## src/rtl/sram_arbiter_pkg.sv

```systemverilog
// Shared constants and types for the two-port SRAM arbiter:
// FSM state encodings, SRAM op encodings, default bus widths and the
// saturating counter helper used by the optional statistics
// (SRAM_ARB_STATS_EN).
package sram_arbiter_pkg;

    localparam int DATA_W_DEF = 8;
    localparam int ADDR_W_DEF = 3;
    localparam int CNT_W      = 8;

    typedef enum logic [1:0] {
        ST_IDLE   = 2'b00,
        ST_ACCESS = 2'b01,
        ST_ACK    = 2'b10
    } state_t;

    localparam logic OP_READ  = 1'b0;
    localparam logic OP_WRITE = 1'b1;

    // Increment that sticks at all-ones instead of wrapping.
    function automatic logic [CNT_W-1:0] sat_inc(input logic [CNT_W-1:0] v);
        return (v == {CNT_W{1'b1}}) ? v : v + 1'b1;
    endfunction

endpackage

```

## src/rtl/sram_arbiter_if.sv

```systemverilog
// Bundle of requester handshakes, SRAM pins and status for sram_arbiter.
// slave  : arbiter side.
// master : environment side (requesters plus the SRAM read bus).
// SRAM_ARB_STATS_EN adds the per-port grant counters gcnt0/gcnt1.
interface sram_arbiter_if #(
    parameter int DATA_W = sram_arbiter_pkg::DATA_W_DEF,
    parameter int ADDR_W = sram_arbiter_pkg::ADDR_W_DEF
);

    logic              req0;
    logic              we0;
    logic [ADDR_W-1:0] adr0;
    logic [DATA_W-1:0] wdata0;
    logic              ack0;
    logic [DATA_W-1:0] rdata0;

    logic              req1;
    logic              we1;
    logic [ADDR_W-1:0] adr1;
    logic [DATA_W-1:0] wdata1;
    logic              ack1;
    logic [DATA_W-1:0] rdata1;

    logic              mem_op;
    logic              mem_sel;
    logic [ADDR_W-1:0] mem_adr;
    logic [DATA_W-1:0] mem_in;
    logic [DATA_W-1:0] mem_out;

    logic              busy;

`ifdef SRAM_ARB_STATS_EN
    logic [sram_arbiter_pkg::CNT_W-1:0] gcnt0;
    logic [sram_arbiter_pkg::CNT_W-1:0] gcnt1;

    modport slave (
        input  req0, we0, adr0, wdata0, req1, we1, adr1, wdata1, mem_out,
        output ack0, rdata0, ack1, rdata1,
        output mem_op, mem_sel, mem_adr, mem_in, busy, gcnt0, gcnt1
    );

    modport master (
        output req0, we0, adr0, wdata0, req1, we1, adr1, wdata1, mem_out,
        input  ack0, rdata0, ack1, rdata1,
        input  mem_op, mem_sel, mem_adr, mem_in, busy, gcnt0, gcnt1
    );
`else
    modport slave (
        input  req0, we0, adr0, wdata0, req1, we1, adr1, wdata1, mem_out,
        output ack0, rdata0, ack1, rdata1,
        output mem_op, mem_sel, mem_adr, mem_in, busy
    );

    modport master (
        output req0, we0, adr0, wdata0, req1, we1, adr1, wdata1, mem_out,
        input  ack0, rdata0, ack1, rdata1,
        input  mem_op, mem_sel, mem_adr, mem_in, busy
    );
`endif

endinterface

```

## src/rtl/sram_arbiter_rr_pick2.sv

```systemverilog
// Combinational two-way round-robin selector (rr_pick2).
// A lone request always wins; on a tie the port that was not granted
// last time wins.
module sram_arbiter_rr_pick2 (
    input  logic i_req0,
    input  logic i_req1,
    input  logic i_last_grant,
    output logic o_gnt_valid,
    output logic o_gnt_id
);

    // Pick the winner from the current request pair and grant history.
    always_comb begin
        // NOTE: every output gets a default before any branch so no path leaves it unassigned (no latch).
        o_gnt_valid = i_req0 | i_req1;
        o_gnt_id    = 1'b0;
        if (i_req0 && i_req1) begin
            o_gnt_id = ~i_last_grant;
        end else if (i_req1) begin
            o_gnt_id = 1'b1;
        end
    end

endmodule

```

## src/rtl/sram_arbiter.sv

```systemverilog
// Two-port round-robin arbiter and access sequencer for an 8x8
// single-port SRAM with combinational read. Each transaction runs
// IDLE (grant) -> ACCESS (mem_sel high one cycle) -> ACK (one-cycle ack).
// Optional: SRAM_ARB_STATS_EN adds saturating per-port completion counters.
module sram_arbiter
    import sram_arbiter_pkg::*;
#(
    parameter int DATA_W = DATA_W_DEF,
    parameter int ADDR_W = ADDR_W_DEF
) (
    input  logic           clk,
    input  logic           rst,
    sram_arbiter_if.slave  bus
);

    state_t            r_state;
    state_t            w_next_state;

    logic              r_last_grant;
    logic              r_gid;
    logic              r_we;
    logic [ADDR_W-1:0] r_adr;
    logic [DATA_W-1:0] r_wdata;
    logic [DATA_W-1:0] r_rdata0;
    logic [DATA_W-1:0] r_rdata1;

    logic              w_gnt_valid;
    logic              w_gnt_id;
    logic              w_grant;
    logic              w_sel_we;
    logic [ADDR_W-1:0] w_sel_adr;
    logic [DATA_W-1:0] w_sel_wdata;

    sram_arbiter_rr_pick2 u_rr_pick2 (
        .i_req0       (bus.req0),
        .i_req1       (bus.req1),
        .i_last_grant (r_last_grant),
        .o_gnt_valid  (w_gnt_valid),
        .o_gnt_id     (w_gnt_id)
    );

    // Requests are only considered while idle; later levels wait their turn.
    assign w_grant     = (r_state == ST_IDLE) && w_gnt_valid;
    assign w_sel_we    = w_gnt_id ? bus.we1    : bus.we0;
    assign w_sel_adr   = w_gnt_id ? bus.adr1   : bus.adr0;
    assign w_sel_wdata = w_gnt_id ? bus.wdata1 : bus.wdata0;

    // State register; reset aborts any access in flight without an ack.
    always_ff @(posedge clk or posedge rst) begin
        // NOTE: clocked state uses non-blocking assignments so every register sees pre-edge values.
        if (rst) begin
            r_state <= ST_IDLE;
        end else begin
            r_state <= w_next_state;
        end
    end

    // Next state: a grant starts a fixed ACCESS, ACK sequence.
    always_comb begin
        w_next_state = r_state;
        case (r_state)
            ST_IDLE:   if (w_gnt_valid) w_next_state = ST_ACCESS;
            ST_ACCESS: w_next_state = ST_ACK;
            ST_ACK:    w_next_state = ST_IDLE;
            default:   w_next_state = ST_IDLE;
        endcase
    end

    // Outputs decoded from state: select during ACCESS, ack during ACK.
    always_comb begin
        bus.mem_sel = 1'b0;
        bus.mem_op  = OP_READ;
        bus.ack0    = 1'b0;
        bus.ack1    = 1'b0;
        case (r_state)
            ST_ACCESS: begin
                bus.mem_sel = 1'b1;
                bus.mem_op  = r_we;
            end
            ST_ACK: begin
                bus.ack0 = ~r_gid;
                bus.ack1 = r_gid;
            end
            default: ;
        endcase
    end

    // Address and write data stay on the pins between accesses.
    assign bus.mem_adr = r_adr;
    assign bus.mem_in  = r_wdata;
    assign bus.rdata0  = r_rdata0;
    assign bus.rdata1  = r_rdata1;
    assign bus.busy    = (r_state != ST_IDLE);

    // Latch the winning request and update the round-robin history.
    always_ff @(posedge clk or posedge rst) begin
        // NOTE: datapath registers are reset as well, since every output must read 0 while in reset.
        if (rst) begin
            r_last_grant <= 1'b1;
            r_gid        <= 1'b0;
            r_we         <= OP_READ;
            r_adr        <= '0;
            r_wdata      <= '0;
        end else if (w_grant) begin
            r_last_grant <= w_gnt_id;
            r_gid        <= w_gnt_id;
            r_we         <= w_sel_we;
            r_adr        <= w_sel_adr;
            r_wdata      <= w_sel_wdata;
        end
    end

    // Capture SRAM read data for the granted port at the edge ending ACCESS.
    always_ff @(posedge clk or posedge rst) begin
        if (rst) begin
            r_rdata0 <= '0;
            r_rdata1 <= '0;
        end else if (r_state == ST_ACCESS && r_we == OP_READ) begin
            if (r_gid) begin
                r_rdata1 <= bus.mem_out;
            end else begin
                r_rdata0 <= bus.mem_out;
            end
        end
    end

`ifdef SRAM_ARB_STATS_EN
    logic [CNT_W-1:0] r_gcnt0;
    logic [CNT_W-1:0] r_gcnt1;

    // Count completed transactions per port, saturating at the top.
    always_ff @(posedge clk or posedge rst) begin
        if (rst) begin
            r_gcnt0 <= '0;
            r_gcnt1 <= '0;
        end else if (r_state == ST_ACK) begin
            if (r_gid) begin
                r_gcnt1 <= sat_inc(r_gcnt1);
            end else begin
                r_gcnt0 <= sat_inc(r_gcnt0);
            end
        end
    end

    assign bus.gcnt0 = r_gcnt0;
    assign bus.gcnt1 = r_gcnt1;
`endif

endmodule

```

## src/flat_wrapper.sv

```systemverilog
// flat-port wrapper written by rule: the top's interface ports become plain ports
module sram_arbiter_flat import sram_arbiter_pkg::*;
#(
    parameter int DATA_W = DATA_W_DEF,
    parameter int ADDR_W = ADDR_W_DEF
)
  (clk, rst, bus_req0, bus_we0, bus_adr0, bus_wdata0, bus_req1, bus_we1, bus_adr1, bus_wdata1, bus_mem_out, bus_ack0, bus_rdata0, bus_ack1, bus_rdata1, bus_mem_op, bus_mem_sel, bus_mem_adr, bus_mem_in, bus_busy);
  sram_arbiter_if #(.DATA_W(DATA_W), .ADDR_W(ADDR_W)) bus_i ();
  input  logic clk;
  input  logic rst;
  input wire logic [$bits(bus_i.req0)-1:0] bus_req0;
  input wire logic [$bits(bus_i.we0)-1:0] bus_we0;
  input wire logic [$bits(bus_i.adr0)-1:0] bus_adr0;
  input wire logic [$bits(bus_i.wdata0)-1:0] bus_wdata0;
  input wire logic [$bits(bus_i.req1)-1:0] bus_req1;
  input wire logic [$bits(bus_i.we1)-1:0] bus_we1;
  input wire logic [$bits(bus_i.adr1)-1:0] bus_adr1;
  input wire logic [$bits(bus_i.wdata1)-1:0] bus_wdata1;
  input wire logic [$bits(bus_i.mem_out)-1:0] bus_mem_out;
  output wire logic [$bits(bus_i.ack0)-1:0] bus_ack0;
  output wire logic [$bits(bus_i.rdata0)-1:0] bus_rdata0;
  output wire logic [$bits(bus_i.ack1)-1:0] bus_ack1;
  output wire logic [$bits(bus_i.rdata1)-1:0] bus_rdata1;
  output wire logic [$bits(bus_i.mem_op)-1:0] bus_mem_op;
  output wire logic [$bits(bus_i.mem_sel)-1:0] bus_mem_sel;
  output wire logic [$bits(bus_i.mem_adr)-1:0] bus_mem_adr;
  output wire logic [$bits(bus_i.mem_in)-1:0] bus_mem_in;
  output wire logic [$bits(bus_i.busy)-1:0] bus_busy;
  assign bus_i.req0 = bus_req0;
  assign bus_i.we0 = bus_we0;
  assign bus_i.adr0 = bus_adr0;
  assign bus_i.wdata0 = bus_wdata0;
  assign bus_i.req1 = bus_req1;
  assign bus_i.we1 = bus_we1;
  assign bus_i.adr1 = bus_adr1;
  assign bus_i.wdata1 = bus_wdata1;
  assign bus_i.mem_out = bus_mem_out;
  assign bus_ack0 = bus_i.ack0;
  assign bus_rdata0 = bus_i.rdata0;
  assign bus_ack1 = bus_i.ack1;
  assign bus_rdata1 = bus_i.rdata1;
  assign bus_mem_op = bus_i.mem_op;
  assign bus_mem_sel = bus_i.mem_sel;
  assign bus_mem_adr = bus_i.mem_adr;
  assign bus_mem_in = bus_i.mem_in;
  assign bus_busy = bus_i.busy;
  sram_arbiter #(.DATA_W(DATA_W), .ADDR_W(ADDR_W)) u_core (.clk(clk), .rst(rst), .bus(bus_i));
endmodule
```

## config.mk

```make
export PLATFORM = sky130hd
export DESIGN_NAME = sram_arbiter_flat
export DESIGN_NICKNAME = d
export VERILOG_FILES = /design/src/rtl/sram_arbiter_pkg.sv /design/src/rtl/sram_arbiter_if.sv /design/src/rtl/sram_arbiter_rr_pick2.sv /design/src/rtl/sram_arbiter.sv /design/src/flat_wrapper.sv
export SDC_FILE = /design/constraint.sdc
export NUM_CORES = 1
export LEC_CHECK = 0
export BUFFER_PORTS_ARGS = -buffer_cell sky130_fd_sc_hd__buf_2
export CORE_MARGIN = 5
export CORE_UTILIZATION = 30
export DETAILED_ROUTE_END_ITERATION = 6
export PLACE_DENSITY_LB_ADDON = 0.3
export SLEW_MARGIN = 40
export SYNTH_ARGS = -nofsm -noshare
export SYNTH_HDL_FRONTEND = slang
export SYNTH_SLANG_ARGS = --single-unit
```

## constraint.sdc

```tcl
create_clock -name clk -period 1.57 [get_ports clk]
set_input_delay 0.2355 -clock clk [delete_from_list [all_inputs] [get_ports clk]]
set_output_delay 0.2355 -clock clk [all_outputs]
set_load 0.05 [all_outputs]
```

After elaboration in Yosys (flattened, before gate mapping)
Index checks and enable logic that the tools add are counted.

word-level totals
  register bits = 32
  bits of input ports = 36
  output and inout bits = 32
  word-level logic and storage cells = 33

operators by class
  equal/unequal tests = 3
  mux-type cells = 11
  bitwise operators = 4
  reductions and logical operators = 7

operators with widths
  kind                  count
  $mux W8               1
  $mux W1               7
  $pmux W2 S2           1
  $reduce_and A2 Y1     2
  $logic_and A1 B1 Y1   3
  $mux W3               1
  $not A1 Y1            3
  $eq A2 B1 Y1 const B  1
  $eq A2 B2 Y1 const B  1
  $logic_not A2 Y1      1
  $mux W2               1
  $ne A2 B1 Y1 const B  1
  $reduce_bool A2 Y1    1
  $or A1 B1 Y1          1

Depth between registers and ports, before layout
  depth after elaboration = 3
  mapped depth = 4
  mapped depth without buffers = 3

Hierarchy
A second synthesis with hierarchy kept.

unflattened totals
  cell total of the unflattened synthesis = 90
  area total of the unflattened synthesis = 1,413.9 sq um

modules (own cells, without submodules)
  module                 instances  cells an instance  area an instance (sq um)  sequential area each (sq um)
  sram_arbiter           1          88                 1,400.1                   802.0
  sram_arbiter_rr_pick2  1          2                  13.8                      0.0

Least setup slack after synthesis
Ideal clock, no wire load.

  kind = register to output
  start point = reg u_core.r_gid
  end point = out bus_ack1
  arrival = 1.649 ns
  required time = 1.334 ns
  setup slack = -0.315 ns
  stages on the path, launching flop included = 3
  buffers on the path = 0
  cells stage by stage = dfrtp_1 inv_1 nor3b_1

on the way
  word-level cells in the longest chain between the ends = 1

RTL lines
  what                      line                 RTL
  start: declaration        sram_arbiter.sv:20   logic r_gid;
  start signal: assignment  sram_arbiter.sv:106  r_gid <= w_gnt_id;
  $mux W1                   sram_arbiter.sv:75   case (r_state)
  end: declaration          flat_wrapper.sv:22   output wire logic [$bits(bus_i.ack1)-1:0] bus_ack1;

Every way passes these cells.

Worst setup path in the final report
  start point = reg u_core.r_state[1]
  end point = reg u_core.r_rdata1[0], in the netlist u_core.bus.rdata1[0]

on the way
  word-level cells in the longest chain between the ends = 3

RTL lines
  what                                line                 RTL
  start: declaration                  sram_arbiter.sv:16   state_t r_state;
  start signal: assignment            sram_arbiter.sv:54   r_state <= w_next_state;
  $eq A2 B1 Y1                        sram_arbiter.sv:118  end else if (r_state == ST_ACCESS && r_we == OP_READ) begin
  $logic_and A1 B1 Y1                 sram_arbiter.sv:118
  $reduce_and A2 Y1 (no source line)  --
  end signal: assignment              sram_arbiter.sv:120  r_rdata1 <= bus.mem_out;
  end: declaration                    sram_arbiter.sv:25   logic [DATA_W-1:0] r_rdata1;

Every way passes these cells.
A chain may end at the register's enable or synchronous reset.

==> qor.yml <==
grt_pass1_wl_um: 5310
m1WireLength_um: 1340
wl_per_cell_um: 13.7
wl_met3_um: 289
slew_headroom: 0.725
drv_slew: 0
htree_levels: 2
dp_hpwl_um: 2640
grt_pass1_vias: 1190
root_buffer: "clkbuf_8"
seq_area_frac_synth: 0.543
cp_cell_sequence: "and2b_4 -> nor3b_4 -> buf_12 -> mux2_2"
ff2ff_path_depth: 4
clock_latency_ns: 0.28
vias: 1035
crit_family: "simple AND/OR/NAND/NOR gates"
cp.arrival_ns: 1.69
ys_types: 18
first_pass_iters: 2
cts_buffers: 5
worst_r2r_startpoint: "u_core.r_state[1]$_DFFE_PP0P_"
route.detailed.drc: 0
port_buffers: 67
cts_tree: "built"
synth.area.top_cells: "dfrtp_1 (53%), mux2_2 (18%), mux2_4 (16%), nor3b_4 (2.5%), dfstp_2 (1.8%)"
drtIter0Drc: 20
worstPathMaxFanout: 7
viasPerCell: 4.28
reg2reg_to: "u_core.bus.rdata1[0]$_DFFE_PP0P_"
drt-total-wl_um: 3320
grt_start_max_net_pins: 33
critPathKind: "reg2reg"
nets: 210
dieArea_um2: 6420
cts_hold_buf: 0
antenna_found_initial: 0
overflow: 0
rsz0062_at_grt: "true"
area_growth_pct: 45.8
num_io_pins: 68
stdcell_count: 242
fp-row-count: 25
finalClockSkew_ns: 0.0118
tns_ns: 0
ys.flop_type: "dfrtp_1"
place_congestion: 0.685
clock-sinks: 32
syn_area_um2: 1480
initial_core_util: 0.311
syn_area_per_cell_um2: 16.4
fin_crit_ns: 1.53
antennaDiodeCount: 0
ant_nets: 0
endpoint_kind: "flop"
hp-class: "in2async"
critPathLaunchType: "flop"
grtUsageTotal: 0.107
dp.cells: 232
critPathBufInv: 1
dr_wl_met2_um: 1670
layout-drive-gt1-share: 0.777
setup_viol: 0
fmax_mhz: 652
yosys_warnings: 0
ys_seq_elements: 32
min_period_over_period: 0.977
synth_top_area_share: 0.525
synth_nets: 126
async_reset_ff_frac: 1.00
netlist_top_cells_count: "dfrtp_1 (31), mux2_2 (24), mux2_4 (16)"
synth_edf_count: 0
critPathSlowestCell: "dfrtp_1"
ff2ff_setup_slack_ns: 0.04
fillCellCount: 457
syn_inst: 90
status: "complete, no violations"
critPathMaxStageDelay_ns: 0.41
required_ns: 1.73
final_hold_viol_count: 0
synth_top_cell_by_area: "dfrtp_1"
topRoutingLayerUsed: "met4"
max-cap-violations: 0
tightest_slew_ns: 0.413
dieWidth_um: 80.2
core_area_um2: 4750
clockBufferDepth: 2
synth_most_common_cell: "dfrtp_1"
clkTransAtPathRegs_ns: 0.07
die_height_um: 80.2
-- logic make-up (layout without fill, tap and decap cells) --
family	Yosys count	after routing	synth area share
muxes	41	41	0.353
DFF	32	32	0.543
and+or+nand+nor	10	10	0.0644
buffers and inverters	4	89	0.0203
AOI/OAI and AO/OA	3	3	0.0195
-- layout make-up --
class | count | area, µm² | area share
clock buffer | 7 | 96.3 | 0.0448
timing repair buffer | 79 | 470 | 0.219
inverter | 2 | 7.51 | 0.00349
clock inverter | 1 | 30.0 | 0.0140
sequential | 32 | 802 | 0.373
tap | 67 | 83.8 | 0.0390
multi-input combinational | 54 | 662 | 0.308
-- worst max-delay path by stage --
stage                                          from                          endpoint  slack (ns)  cells after the start
floorplan             u_core.r_state[1]$_DFFE_PP0P_  u_core.bus.rdata0[0]$_DFFE_PP0P_       -0.04                      3
global placement    u_core.r_last_grant$_DFFE_PP1P_  u_core.bus.mem_in[5]$_DFFE_PP0P_        0.06                      3
detailed placement  u_core.r_last_grant$_DFFE_PP1P_  u_core.bus.mem_in[6]$_DFFE_PP0P_        0.02                      3
CTS                 u_core.r_last_grant$_DFFE_PP1P_  u_core.bus.mem_in[3]$_DFFE_PP0P_       0.003                      3
global route          u_core.r_state[1]$_DFFE_PP0P_  u_core.bus.rdata1[1]$_DFFE_PP0P_       -0.04                      4
finish                u_core.r_state[1]$_DFFE_PP0P_  u_core.bus.rdata1[0]$_DFFE_PP0P_        0.04                      4
-- cells in the final DEF (no fill, tap or decap), drive strengths merged --
master and instances:
clkbuf 8, nor2b 1, bufinv 1, dfstp 1, o21ai 1, mux2i 1, or2 1, and2b 1
nor2 2, nor3b 4, o31ai 1, dfrtp 31, inv 2, and2 1, mux2 40, buf 78
a21bo 1
-- stage by stage --
stage / area [µm²] / util / hold slack, ns / setup slack, ns
2_1_floorplan: 1490 / - / 0.351 / -0.0362
3_3_place_gp: 1990 / 0.418 / 0.334 / 0.0614
3_5_place_dp: 1990 / 0.418 / 0.349 / 0.0199
4_1_cts: 2120 / 0.445 / 0.0450 / 0.00337
5_1_grt: 2150 / 0.453 / 0.0876 / -0.0411
6_report: 2150 / 0.453 / 0.0316 / 0.0357
-- worst register-to-register path: cells and delay by family, from the launching register on --
kind	cells	cell delay, ns
buffers and inverters	1	0.16
DFF	1	0.41
muxes	1	0.33
and+or+nand+nor	2	0.52
-- state kept, by name (all words and copies together), names as in the netlist --
register	count
u_core.r_gid	1
u_core.bus.rdata0	8
u_core.bus.mem_adr	3
u_core.r_last_grant	1
u_core.r_we	1
u_core.r_state	2
u_core.bus.rdata1	8
u_core.bus.mem_in	8
-- layer usage --
metal  GRT usage  vias to the layer above
met5           0                        -
met4      0.0253                        0
met3      0.0392                        4
met2       0.191                       51
met1       0.119                      492
li1            -                      488
-- what timing repair did --
action	CTS	global route
setup endpoints to repair	1	16
resized for setup	1	4
gates cloned	0	0
pin swaps	0	2
buffers inserted	0	2
Power is not shown: default switching activity piles up to over one toggle a cycle in this logic, so the estimate is an artifact.
